`src/rtl/matrix_result_streamer_if.sv`:
```
// Handshake bundle between the matrix multiplier output and the element stream
// consumer. The streamer takes the slave side; the producer/consumer pair
// around it takes the master side.
interface matrix_result_streamer_if #(
  parameter int BIT_SIZE     = 8,
  parameter int ROW_COL_SIZE = 3
);
  localparam int OUT_M_BIT_SIZE           = BIT_SIZE*2 + $clog2(ROW_COL_SIZE);
  localparam int OUT_M_LINE_SIZE          = OUT_M_BIT_SIZE*ROW_COL_SIZE;
  localparam int UNPACKED_OUT_MATRIX_SIZE = OUT_M_LINE_SIZE*ROW_COL_SIZE;
  localparam int IDX_W                    = $clog2(ROW_COL_SIZE);

  logic                                in_valid;
  logic                                in_ready;
  logic [0:UNPACKED_OUT_MATRIX_SIZE-1] in_m;
  logic                                out_valid;
  logic                                out_ready;
  logic [OUT_M_BIT_SIZE-1:0]           out_data;
  logic [IDX_W-1:0]                    out_row;
  logic [IDX_W-1:0]                    out_col;
  logic                                out_last;

  modport master (
    output in_valid, in_m, out_ready,
    input  in_ready, out_valid, out_data, out_row, out_col, out_last
  );

  modport slave (
    input  in_valid, in_m, out_ready,
    output in_ready, out_valid, out_data, out_row, out_col, out_last
  );
endinterface

```
`src/rtl/matrix_result_streamer.sv`:
```
// Captures a packed N x N product matrix and replays it one element per
// valid/ready beat, tagged with its row/column and a last-element flag.
//
// state   | meaning
// --------+-----------------------------------------------------------
// S_IDLE  | waiting for a matrix; in_ready=1, out_valid=0
// S_STREAM| buffer holds a matrix; presenting element (row_q, col_q)
module matrix_result_streamer #(
  parameter int BIT_SIZE                 = 8,
  parameter int ROW_COL_SIZE             = 3,
  parameter int OUT_M_BIT_SIZE           = BIT_SIZE*2 + $clog2(ROW_COL_SIZE),
  parameter int OUT_M_LINE_SIZE          = OUT_M_BIT_SIZE*ROW_COL_SIZE,
  parameter int UNPACKED_OUT_MATRIX_SIZE = OUT_M_LINE_SIZE*ROW_COL_SIZE,
  parameter bit COL_MAJOR                = 1'b0,
  parameter int IDX_W                    = $clog2(ROW_COL_SIZE)
) (
  input  logic                     clk,
  input  logic                     rst,
  input  logic                     flush,
  output logic                     busy,
  matrix_result_streamer_if.slave  bus
);
  localparam int N      = ROW_COL_SIZE;
  localparam int OB     = OUT_M_BIT_SIZE;
  localparam int BUF_AW = $clog2(N*N);
  localparam logic [IDX_W-1:0] LAST_IDX = IDX_W'(N-1);

  typedef enum logic {S_IDLE, S_STREAM} state_t;

  state_t           state_q, state_d;
  logic [IDX_W-1:0] row_q, row_d;
  logic [IDX_W-1:0] col_q, col_d;
  logic [OB-1:0]    data_q, data_d;
  logic             last_q, last_d;
  logic [OB-1:0]    buf_q [N*N];
  logic [OB-1:0]    buf_d [N*N];

  logic [IDX_W-1:0]  nxt_row, nxt_col;
  logic [BUF_AW-1:0] nxt_idx;

  // Position of the element that follows (row_q, col_q) in the chosen order.
  always_comb begin
    nxt_row = row_q;
    nxt_col = col_q;
    if (!COL_MAJOR) begin
      if (col_q == LAST_IDX) begin
        nxt_col = '0;
        nxt_row = row_q + 1'b1;
      end else begin
        nxt_col = col_q + 1'b1;
      end
    end else begin
      if (row_q == LAST_IDX) begin
        nxt_row = '0;
        nxt_col = col_q + 1'b1;
      end else begin
        nxt_row = row_q + 1'b1;
      end
    end
    nxt_idx = BUF_AW'(nxt_row) * BUF_AW'(N) + BUF_AW'(nxt_col);
  end

  // FSM next state: capture in IDLE, advance on each accepted beat in STREAM.
  // Element (0,0) is loaded straight from in_m so it is presented on the
  // cycle after capture; later elements come from the buffer.
  always_comb begin
    state_d = state_q;
    row_d   = row_q;
    col_d   = col_q;
    data_d  = data_q;
    last_d  = last_q;
    buf_d   = buf_q;
    if (flush) begin
      state_d = S_IDLE;
      row_d   = '0;
      col_d   = '0;
      data_d  = '0;
      last_d  = 1'b0;
    end else begin
      case (state_q)
        S_IDLE: begin
          if (bus.in_valid) begin
            for (int r = 0; r < N; r++) begin
              for (int c = 0; c < N; c++) begin
                buf_d[r*N + c] = bus.in_m[r*OUT_M_LINE_SIZE + c*OB +: OB];
              end
            end
            data_d  = bus.in_m[0 +: OB];
            row_d   = '0;
            col_d   = '0;
            last_d  = 1'b0;
            state_d = S_STREAM;
          end
        end
        S_STREAM: begin
          if (bus.out_ready) begin
            if (last_q) begin
              state_d = S_IDLE;
              row_d   = '0;
              col_d   = '0;
              data_d  = '0;
              last_d  = 1'b0;
            end else begin
              row_d  = nxt_row;
              col_d  = nxt_col;
              data_d = buf_q[nxt_idx];
              last_d = (nxt_row == LAST_IDX) && (nxt_col == LAST_IDX);
            end
          end
        end
        default: state_d = S_IDLE;
      endcase
    end
  end

  // State, tag and data registers; reset clears the capture buffer as well.
  always_ff @(posedge clk or posedge rst) begin
    if (rst) begin
      state_q <= S_IDLE;
      row_q   <= '0;
      col_q   <= '0;
      data_q  <= '0;
      last_q  <= 1'b0;
      for (int i = 0; i < N*N; i++) begin
        buf_q[i] <= '0;
      end
    end else begin
      state_q <= state_d;
      row_q   <= row_d;
      col_q   <= col_d;
      data_q  <= data_d;
      last_q  <= last_d;
      buf_q   <= buf_d;
    end
  end

  assign bus.in_ready  = (state_q == S_IDLE);
  assign bus.out_valid = (state_q == S_STREAM);
  assign busy          = (state_q == S_STREAM);
  assign bus.out_data  = data_q;
  assign bus.out_row   = row_q;
  assign bus.out_col   = col_q;
  assign bus.out_last  = last_q;
endmodule

```
`src/flat_wrapper.sv`:
```
// flat-port wrapper written by rule: the top's interface ports become plain ports
module matrix_result_streamer_flat 
#(
  parameter int BIT_SIZE                 = 8,
  parameter int ROW_COL_SIZE             = 3,
  parameter int OUT_M_BIT_SIZE           = BIT_SIZE*2 + $clog2(ROW_COL_SIZE),
  parameter int OUT_M_LINE_SIZE          = OUT_M_BIT_SIZE*ROW_COL_SIZE,
  parameter int UNPACKED_OUT_MATRIX_SIZE = OUT_M_LINE_SIZE*ROW_COL_SIZE,
  parameter bit COL_MAJOR                = 1'b0,
  parameter int IDX_W                    = $clog2(ROW_COL_SIZE)
)
  (clk, rst, flush, busy, bus_in_valid, bus_in_m, bus_out_ready, bus_in_ready, bus_out_valid, bus_out_data, bus_out_row, bus_out_col, bus_out_last);
  matrix_result_streamer_if #(.BIT_SIZE(BIT_SIZE), .ROW_COL_SIZE(ROW_COL_SIZE)) bus_i ();
  input  logic clk;
  input  logic rst;
  input  logic flush;
  output logic busy;
  input wire logic [$bits(bus_i.in_valid)-1:0] bus_in_valid;
  input wire logic [$bits(bus_i.in_m)-1:0] bus_in_m;
  input wire logic [$bits(bus_i.out_ready)-1:0] bus_out_ready;
  output wire logic [$bits(bus_i.in_ready)-1:0] bus_in_ready;
  output wire logic [$bits(bus_i.out_valid)-1:0] bus_out_valid;
  output wire logic [$bits(bus_i.out_data)-1:0] bus_out_data;
  output wire logic [$bits(bus_i.out_row)-1:0] bus_out_row;
  output wire logic [$bits(bus_i.out_col)-1:0] bus_out_col;
  output wire logic [$bits(bus_i.out_last)-1:0] bus_out_last;
  assign bus_i.in_valid = bus_in_valid;
  assign bus_i.in_m = bus_in_m;
  assign bus_i.out_ready = bus_out_ready;
  assign bus_in_ready = bus_i.in_ready;
  assign bus_out_valid = bus_i.out_valid;
  assign bus_out_data = bus_i.out_data;
  assign bus_out_row = bus_i.out_row;
  assign bus_out_col = bus_i.out_col;
  assign bus_out_last = bus_i.out_last;
  matrix_result_streamer #(.BIT_SIZE(BIT_SIZE), .ROW_COL_SIZE(ROW_COL_SIZE), .OUT_M_BIT_SIZE(OUT_M_BIT_SIZE), .OUT_M_LINE_SIZE(OUT_M_LINE_SIZE), .UNPACKED_OUT_MATRIX_SIZE(UNPACKED_OUT_MATRIX_SIZE), .COL_MAJOR(COL_MAJOR), .IDX_W(IDX_W)) u_core (.clk(clk), .rst(rst), .flush(flush), .busy(busy), .bus(bus_i));
endmodule
```
`config.mk`:
```
export PLATFORM = sky130hd
export DESIGN_NAME = matrix_result_streamer_flat
export DESIGN_NICKNAME = d
export VERILOG_FILES = /design/src/rtl/matrix_result_streamer_if.sv /design/src/rtl/matrix_result_streamer.sv /design/src/flat_wrapper.sv
export SDC_FILE = /design/constraint.sdc
export NUM_CORES = 1
export LEC_CHECK = 0
export CAP_MARGIN = 10
export CELL_PAD_IN_SITES_DETAIL_PLACEMENT = 1
export CELL_PAD_IN_SITES_GLOBAL_PLACEMENT = 1
export CORE_ASPECT_RATIO = 2
export CORE_MARGIN = 5
export CORE_UTILIZATION = 37
export DETAILED_ROUTE_END_ITERATION = 16
export GPL_TIMING_DRIVEN = 0
export PLACE_DENSITY = 0.83
export SLEW_MARGIN = 30
export SYNTH_ARGS = -nofsm -noshare
export SYNTH_HDL_FRONTEND = slang
export SYNTH_SLANG_ARGS = --single-unit
```
`constraint.sdc`:
```
create_clock -name clk -period 5.73 [get_ports clk]
set_input_delay 0.573 -clock clk [delete_from_list [all_inputs] [get_ports clk]]
set_output_delay 0.573 -clock clk [all_outputs]
set_load 0.02 [all_outputs]
```
======== Yosys cells after proc, flatten, opt, wreduce, memory -nomap -nowiden ========
Index checks and enable logic that the tools add are counted.
storage, ports and cells
  input bits .............................. 167
  register bits ........................... 186
operators by class
  reduce and logical (&&, ||, !) cells .... 3
  add/subtract/negate cells ............... 3
  $mul .................................... 1
  multiplexer cells ....................... 29
  order comparisons ....................... 1
  bitwise gates (word level) .............. 3
  eq/ne operators ......................... 5
operator list
  kind                   number
  $mux W18               6
  $bmux W18 S4           1
  $pmux W18 S2           1
  $mux W2                9
  $mux W1                8
  $pmux W2 S2            2
  $eq A2 B2 Y1 const B   3
  $ne A3 B3 Y1 const B   2
  $ge A5 B5 Y1 const B   1
  $not A4 Y5             1
  $add A2 B1 Y2 const B  2
  $add A4 B2 Y4          1
  $mul A2 B2 Y4 const B  1
  $pmux W1 S2            2
  $reduce_and A3 Y1      1
  $not A1 Y1             2
  $reduce_and A2 Y1      1
  $logic_and A1 B1 Y1    1

======== Longest topological paths before layout ========
Gate-level depths: netlist (run 1).
  word-level depth ........................ 12
  depth in mapped cells ................... 14
  mapped depth without buffers ............ 12

======== Worst setup path after synthesis (run 1) ========
OpenSTA, ideal clock, no wires.
  kind .................................... register -> register
  start ................................... register u_core.col_q[1] (netlist: u_core.bus.out_col[1])
  end ..................................... register u_core.data_q[0] (netlist: u_core.bus.out_data[0])
  cell stages (with the launch flop) ...... 15
  data required time ...................... 5603 ps
  library setup time ...................... 127 ps
  arrival time ............................ 3487 ps
  path slack .............................. 2117 ps
  clock period less this slack ............ 3613 ps
  path through ............................ dfrtp_1 -> nor2b_1 -> nand2_1 -> xor2_1 -> fa_1 -> inv_1 -> ha_1 -> inv_1 -> fa_1 -> buf_2 -> buf_2 -> mux2i_1 -> o22ai_1 -> nor3_1 -> o21ai_1
between the ends
  cells in the longest elaborated chain, start to end .. 12
ends and longest elaborated chain
  element                                          RTL line                       source
  start: declaration                               matrix_result_streamer.sv:32   logic [IDX_W-1:0] col_q, col_d;
  start signal: assignment                         matrix_result_streamer.sv:130  col_q <= col_d;
  $eq A2 B2 Y1                                     matrix_result_streamer.sv:46   if (col_q == LAST_IDX) begin
  $mux W2                                          matrix_result_streamer.sv:46
  $mul A2 B2 Y4                                    matrix_result_streamer.sv:60   nxt_idx = BUF_AW'(nxt_row) * BUF_AW'(N) + BUF_AW'(nxt_col);
  $add A4 B2 Y4 (*)                                matrix_result_streamer.sv:60
  $not A4 Y5 (not written as such) (*)             matrix_result_streamer.sv:106  data_d = buf_q[nxt_idx];
  $bmux W18 S4 (*)                                 matrix_result_streamer.sv:106
  $mux W18 (not written as such) (*) (2 in a row)  matrix_result_streamer.sv:106
  $mux W18 (*)                                     matrix_result_streamer.sv:97   if (last_q) begin
  $mux W18 (*)                                     matrix_result_streamer.sv:96   if (bus.out_ready) begin
  $pmux W18 S2 (*)                                 matrix_result_streamer.sv:80   case (state_q)
  $mux W18 (*)                                     matrix_result_streamer.sv:73   if (flush) begin
  end signal: assignment                           matrix_result_streamer.sv:131  data_q <= data_d;
  end: declaration                                 matrix_result_streamer.sv:33   logic [OB-1:0] data_q, data_d;
Every way passes the cells marked *; elsewhere a longest branch is shown, timed or not. The select of a mux whose other input is x is not followed.
A chain may end at the register's enable or synchronous reset.

======== Worst setup path in the final report (run 1) ========
  start ................................... register u_core.col_q[1] (netlist: u_core.bus.out_col[1])
  end ..................................... register u_core.data_q[9] (netlist: u_core.bus.out_data[9])
Same word-level chain as after synthesis.

==> results of run 1 <==
power by group through the flow:
stage | sequential [mW] | clock [mW] | combinational [mW]
floorplan | 1.67 | 0 | 0.397
global placement | 1.68 | 0 | 0.663
detailed placement | 1.70 | 0 | 0.692
CTS | 1.68 | 1.22 | 0.698
global route | 1.71 | 1.27 | 0.748
finish | 1.68 | 1.21 | 0.690
cells in the final DEF, fill, tap and decap left out, types with 20 or more instances in the layout:
master	synthesis	routed
mux2i_1	72	72
clkdlybuf4s50_1	0	192
dfrtp_1	186	186
o21ai_1	21	21
mux2_2	80	80
nor2_1	20	20
buf_2	29	29
mux2_1	82	82
state kept, by name (all words and copies together) (netlist names):
name	count
u_core.buf_q	162
u_core.bus.out_data	18
u_core.bus.out_col	2
u_core.bus.out_row	2
u_core.bus.out_last	1
u_core.bus.out_valid	1
worst paths after layout:
path | endpoint | start | cells past startpoint
setup reg to reg | u_core.bus.out_data[9] | u_core.bus.out_col[1] | 14
hold / removal | u_core.buf_q[78] | rst | 2
setup / recovery | u_core.bus.out_data[9] | u_core.bus.out_col[1] | 14
min in group clk | u_core.buf_q[86] | u_core.buf_q[86] | 1
max in group asynchronous | u_core.buf_q[117] | rst | 4
hold reg to reg | u_core.buf_q[86] | u_core.buf_q[86] | 1
through the flow:
stage	TNS, ps	area, um^2
finish	0	11400
detailed placement	0	10800
CTS	0	11400
floorplan	0	8450
global placement	-440370	10700
global route	0	11400
metal layers:
layer / GRT usage, % / vias to the layer above / routed length (um)
met3: 4.19 / 53 / 1130
met2: 40.5 / 180 / 16100
met5: 0 / - / 0
met4: 11.8 / 0 / 1220
met1: 21.8 / 3113 / 9340
li1: - / 2718 / -
cell type report:
| class | instances | area (um^2) |
|---|---|---|
| fill | 2352 | 11200 |
| sequential | 186 | 4650 |
| multi-input combinational | 396 | 3550 |
| timing repair buffer | 194 | 1980 |
| clock buffer | 21 | 460 |
| tap | 280 | 350 |
| buffer | 42 | 213 |
| clock inverter | 11 | 136 |
| inverter | 7 | 33.8 |
| antenna | 11 | 27.5 |
critical path, delay by kind of cell, from the launching register on:
| kind | cells | cell delay [ps] |
|---|---|---|
| buffers and inverters | 4 | 900 |
| and+or+nand+nor | 3 | 640 |
| muxes | 1 | 270 |
| DFF | 1 | 430 |
| adders and majority gates | 3 | 1240 |
| xor gates and xnor gates | 1 | 470 |
| AOI/OAI and AO/OA | 2 | 240 |
cell families after synthesis:
family	after synthesis	share of synthesized area, %
adders and majority gates	6	1.16
DFF	186	55.1
buffers and inverters	49	2.83
and+or+nand+nor	56	3.69
muxes	234	30.1
xor gates and xnor gates	3	0.311
AOI/OAI and AO/OA	97	6.77
==> impl_metrics.ini, run 1 <==
[outcome]
status = completed

[routing]
drtPass1Iterations = 4
drt_wl_total_um = 27800
via_per_inst = 5.28
routedWlPerCell_um = 24.2
vias = 6064
drtAntennaViolNets = 0
first_iter_violations = 270
remaining_drc_errors = 0

[synth]
synth_common_cells = 186 x dfrtp_1, 82 x mux2_1, 80 x mux2_2
synth_area_per_cell_um2 = 13.4
synthCells = 631
yosysMostFrequentCell = dfrtp_1
synthFlopType = dfrtp_1
yosysTopAreaCell = dfrtp_1
synth_edf_count = 0
synth_cell_types = 35
ys_seq_area_share_pct = 55.1
synth_seq_cells = 186
synth_area_leaders = dfrtp_1 55%, mux2_1 11%, mux2_2 11%
yosys_warnings = 0
ys_async_sr_fraction_pct = 100
synth_area_mm2 = 0.00845
synth_fp_nets = 804
yosysTopAreaCellShare_pct = 55.1

[critical_path]
worstPathMaxFanout = 10
crit_type = reg2reg
cp-end-kind = register
worstPathArrival_ps = 4650
cp-start-kind = register
cpPeakStageDelay_ps = 590
crit_chain = nor2b_1 > nand2_1 > xor2_1 > fa_1 > inv_1 > ha_1 > inv_1 > fa_1 > buf_2 > buf_2 > mux2i_1 > o22ai_1 > nor3_1 > o21ai_1
critPathSlowestCell = fa_1
cp_data_required_time_ps = 6060
reg2reg_slack_ps = 1410

[clock_network]
clock-root-buffer = clkbuf_16
cts_setup_buffers = 0
clockBufferDepth = 2
clock-sinks = 186
cts_hold_buf = 0
numCtsBuffers = 17
cts.clk_slew.worst_paths_ps = 70
cts_tree = yes
htree_levels = 4
cts_resized = 0
worstSkewPairLatency_ps = 440

[timing]
drv_slew = 0
fin_hold_ws_ps = 458
skew_ps = 9.90
fin_crit_ps = 4320
hold_violations = 0
fmax_mhz = 231
finalSetupViolations = 0
period_share_pct = 75.5
fin_ws_ps = 1410
slew-limit-headroom_pct = 48.6
worst_pin_slew_ps = 767
grt_setup_unrepaired = false

[power]
p_total_mw = 3.58
p_int_mw = 2.60
switching_power_mw = 0.974
max-vdd-ir-drop_uv = 230
p_per_area_mw_per_mm2 = 314
p_leak_nw = 5.09
power_frac_seq_pct = 47.0
p_clk_share_pct = 33.8
comb_power_share_pct = 19.3
p_sw_share_pct = 27.2

[floorplanning]
design.core.area_mm2 = 0.0226
dieArea_mm2 = 0.0261
die_y_um = 224
die_w_um = 117
ioPinCount = 193
rows = 78
initial_utilization_pct = 37.3

[grt]
grt_pass1_vias = 6994
grt_pass1_wl_um = 41100
track_usage_pct = 21.7
grt-ovfl-total = 0
antenna_found_initial = 11
grt_start_max_net_pins = 95

[flow_run]
cap_violations = 0

[min_path]
min_path_type = in2async

[cells_and_area]
drive_above_1_share_pct = 17.4
fin_cells = 1148
fin_util_pct = 50.4
syn2layout_area_growth_pct = 35.0
fin_nets = 1017

[placement]
dp_hpwl_um = 21400
gp_congestion = 0.810
placedCellCount = 1105
dp_slack_ps = 1410
numPortBuffers = 192
Power figures use the tool's default switching activity.
==> run 2: changes to the inputs <==
CORE_UTILIZATION = 41   (was 37)
PLACE_DENSITY = 0.87   (was 0.83)
clock period = 4.1 ns   (was 5.73 ns; I/O delays follow)
==> impl_metrics.ini, run 2 (synthesized netlist as in run 1, its figures left out) <==
[outcome]
status = completed

[floorplanning]
design.core.area_mm2 = 0.0204
dieArea_mm2 = 0.0237
die_w_um = 111
ioPinCount = 193
rows = 74
die_y_um = 213
initial_utilization_pct = 41.5

[routing]
remaining_drc_errors = 0
routedWlPerCell_um = 25.0
first_iter_violations = 194
drtAntennaViolNets = 0
drt_wl_total_um = 28300
via_per_inst = 5.45
drtPass1Iterations = 4
vias = 6177

[cells_and_area]
drive_above_1_share_pct = 18.4
layout_commonest_cell = clkdlybuf4s50_1
final_cell_mix = 192 x clkdlybuf4s50_1, 186 x dfrtp_1, 82 x mux2_1, 80 x mux2_2, 72 x mux2i_1
syn2layout_area_growth_pct = 36.3
largest_reg_flops = 162
fin_util_pct = 56.5
fin_nets = 1023
regMostFlops = u_core.buf_q

[timing]
grt_setup_unrepaired = false
fmax_mhz = 255
finalSetupViolations = 0
fin_crit_ps = 3910
hold_violations = 0
setup_tns_ps = 0
slew-limit-headroom_pct = 58.1
fin_hold_ws_ps = 398
period_share_pct = 95.5
worst_pin_slew_ps = 622
drv_slew = 0
skew_ps = 13.9

[grt]
track_usage_pct = 24.1
grt-ovfl-total = 0
grt_pass1_wl_um = 42300
grt_pass1_vias = 7117
antenna_found_initial = 5
grt_start_max_net_pins = 32

[clock_network]
cts.clk_slew.worst_paths_ps = 80
clockBufferDepth = 2
clock-root-buffer = clkbuf_16
numCtsBuffers = 17
clock-sinks = 186
worstSkewPairLatency_ps = 440
htree_levels = 4
cts_tree = yes

[power]
p_per_area_mw_per_mm2 = 443
comb_power_share_pct = 19.5
p_int_mw = 3.70
p_leak_nw = 5.15
switching_power_mw = 1.39
max-vdd-ir-drop_uv = 248
p_clk_share_pct = 34.4
p_sw_share_pct = 27.3
p_total_mw = 5.10
power_frac_seq_pct = 46.2

[critical_path]
cp-start-kind = register
r2r_cells = 14
startpoint = u_core.bus.out_col[1]
reg2reg_from = u_core.bus.out_col[1]
worstPathMaxFanout = 10
reg2reg_slack_ps = 190
worstPathArrival_ps = 4240
cp_data_required_time_ps = 4420
crit_chain = nor2b_2 > nand2_1 > xor2_4 > fa_1 > inv_1 > ha_1 > inv_1 > fa_1 > nand2b_1 > clkbuf_1 > clkbuf_1 > nor2_1 > nor3_1 > o21ai_1
cp-end-kind = register
crit_type = reg2reg
critPathSlowestCell = fa_1
cpPeakStageDelay_ps = 530
endpoint = u_core.bus.out_data[6]
r2r-end = u_core.bus.out_data[6]

[placement]
numPortBuffers = 192
gp_congestion = 0.813
dp_hpwl_um = 22300

[min_path]
min_path_type = in2async

[flow_run]
cap_violations = 0
## run 2: cell count changes in the layout (fill, tap and decap cells not counted), moves of 4 or more
cell	change
buf_12	+6
diode_2	-6
buf_2	-4
buf_4	+4
## run 2: metal layers
metal | wire, um | up-vias | track usage, %
met5 | 0 | - | 0
met4 | 1520 | 0 | 13.9
met3 | 982 | 61 | 3.69
met2 | 16200 | 196 | 47.1
met1 | 9660 | 3186 | 23.6
li1 | - | 2734 | -
## run 2: what timing repair did
item,CTS,global route
setup buffers,2,0
endpoints found under the setup margin,18,18
resized for setup,4,7
cloned,0,0
hold endpoints to repair,0,0
pin swaps,0,0
hold buffers,0,0
## run 2: power groups by stage
stage	sequential, mW	clock [mW]	combinational, mW
after global placement	2.35	0	0.928
after CTS	2.35	1.77	1.00
after floorplan	2.33	0	0.555
final	2.35	1.75	0.992
after global routing	2.38	1.85	1.06
after detailed placement	2.38	0	0.988
## run 2: area by class of cell
| class | instances | area [um^2] |
|---|---|---|
| Clock buffer | 20 | 457 |
| Multi-Input combinational cell | 396 | 3580 |
| Sequential cell | 186 | 4650 |
| Antenna cell | 5 | 12.5 |
| Tap cell | 266 | 333 |
| Timing Repair Buffer | 200 | 2060 |
| Inverter | 7 | 30.0 |
| Buffer | 42 | 228 |
| Fill cell | 2060 | 8860 |
| Clock inverter | 11 | 159 |
## run 2: worst min path at each step
stage                                  from           endpoint
final                                   rst   u_core.buf_q[60]
after global routing                    rst   u_core.buf_q[60]
after CTS                               rst   u_core.buf_q[60]
after detailed placement  u_core.buf_q[105]  u_core.buf_q[105]
after global placement    u_core.buf_q[110]  u_core.buf_q[110]
after floorplan           u_core.buf_q[147]  u_core.buf_q[147]
## run 2: worst max-delay path: cells and delay by family (launching register included)
family          cells  cell delay [ps]
buf+inv             4              970
xor+xnor            1              260
simple gates        5              900
fa+ha+maj           3             1130
compound gates      1              100
flops               1              430
## run 2: metrics by stage
step | std cells | setup WS (ps) | cell area [um^2]
global route | 1133 | 14.7 | 11500
floorplan | 631 | 487 | 8450
global placement | 1089 | -167 | 10700
detailed placement | 1095 | -197 | 10800
CTS | 1128 | 29.8 | 11500
finish | 1133 | 185 | 11500
==> run 3: changes to the inputs <==
--- a/constraint.sdc
+++ b/constraint.sdc
@@ -3,2 +3,2 @@
 set_output_delay 0.41 -clock clk [all_outputs]
-set_load 0.02 [all_outputs]
+set_load 0.01 [all_outputs]
==> results of run 3 <==
The final DEF is identical to that of run 2. Status: completed.
Among the figures that moved: total power 5.10 mW -> 5.08 mW; worst IR drop on VDD 248 uV -> 247 uV
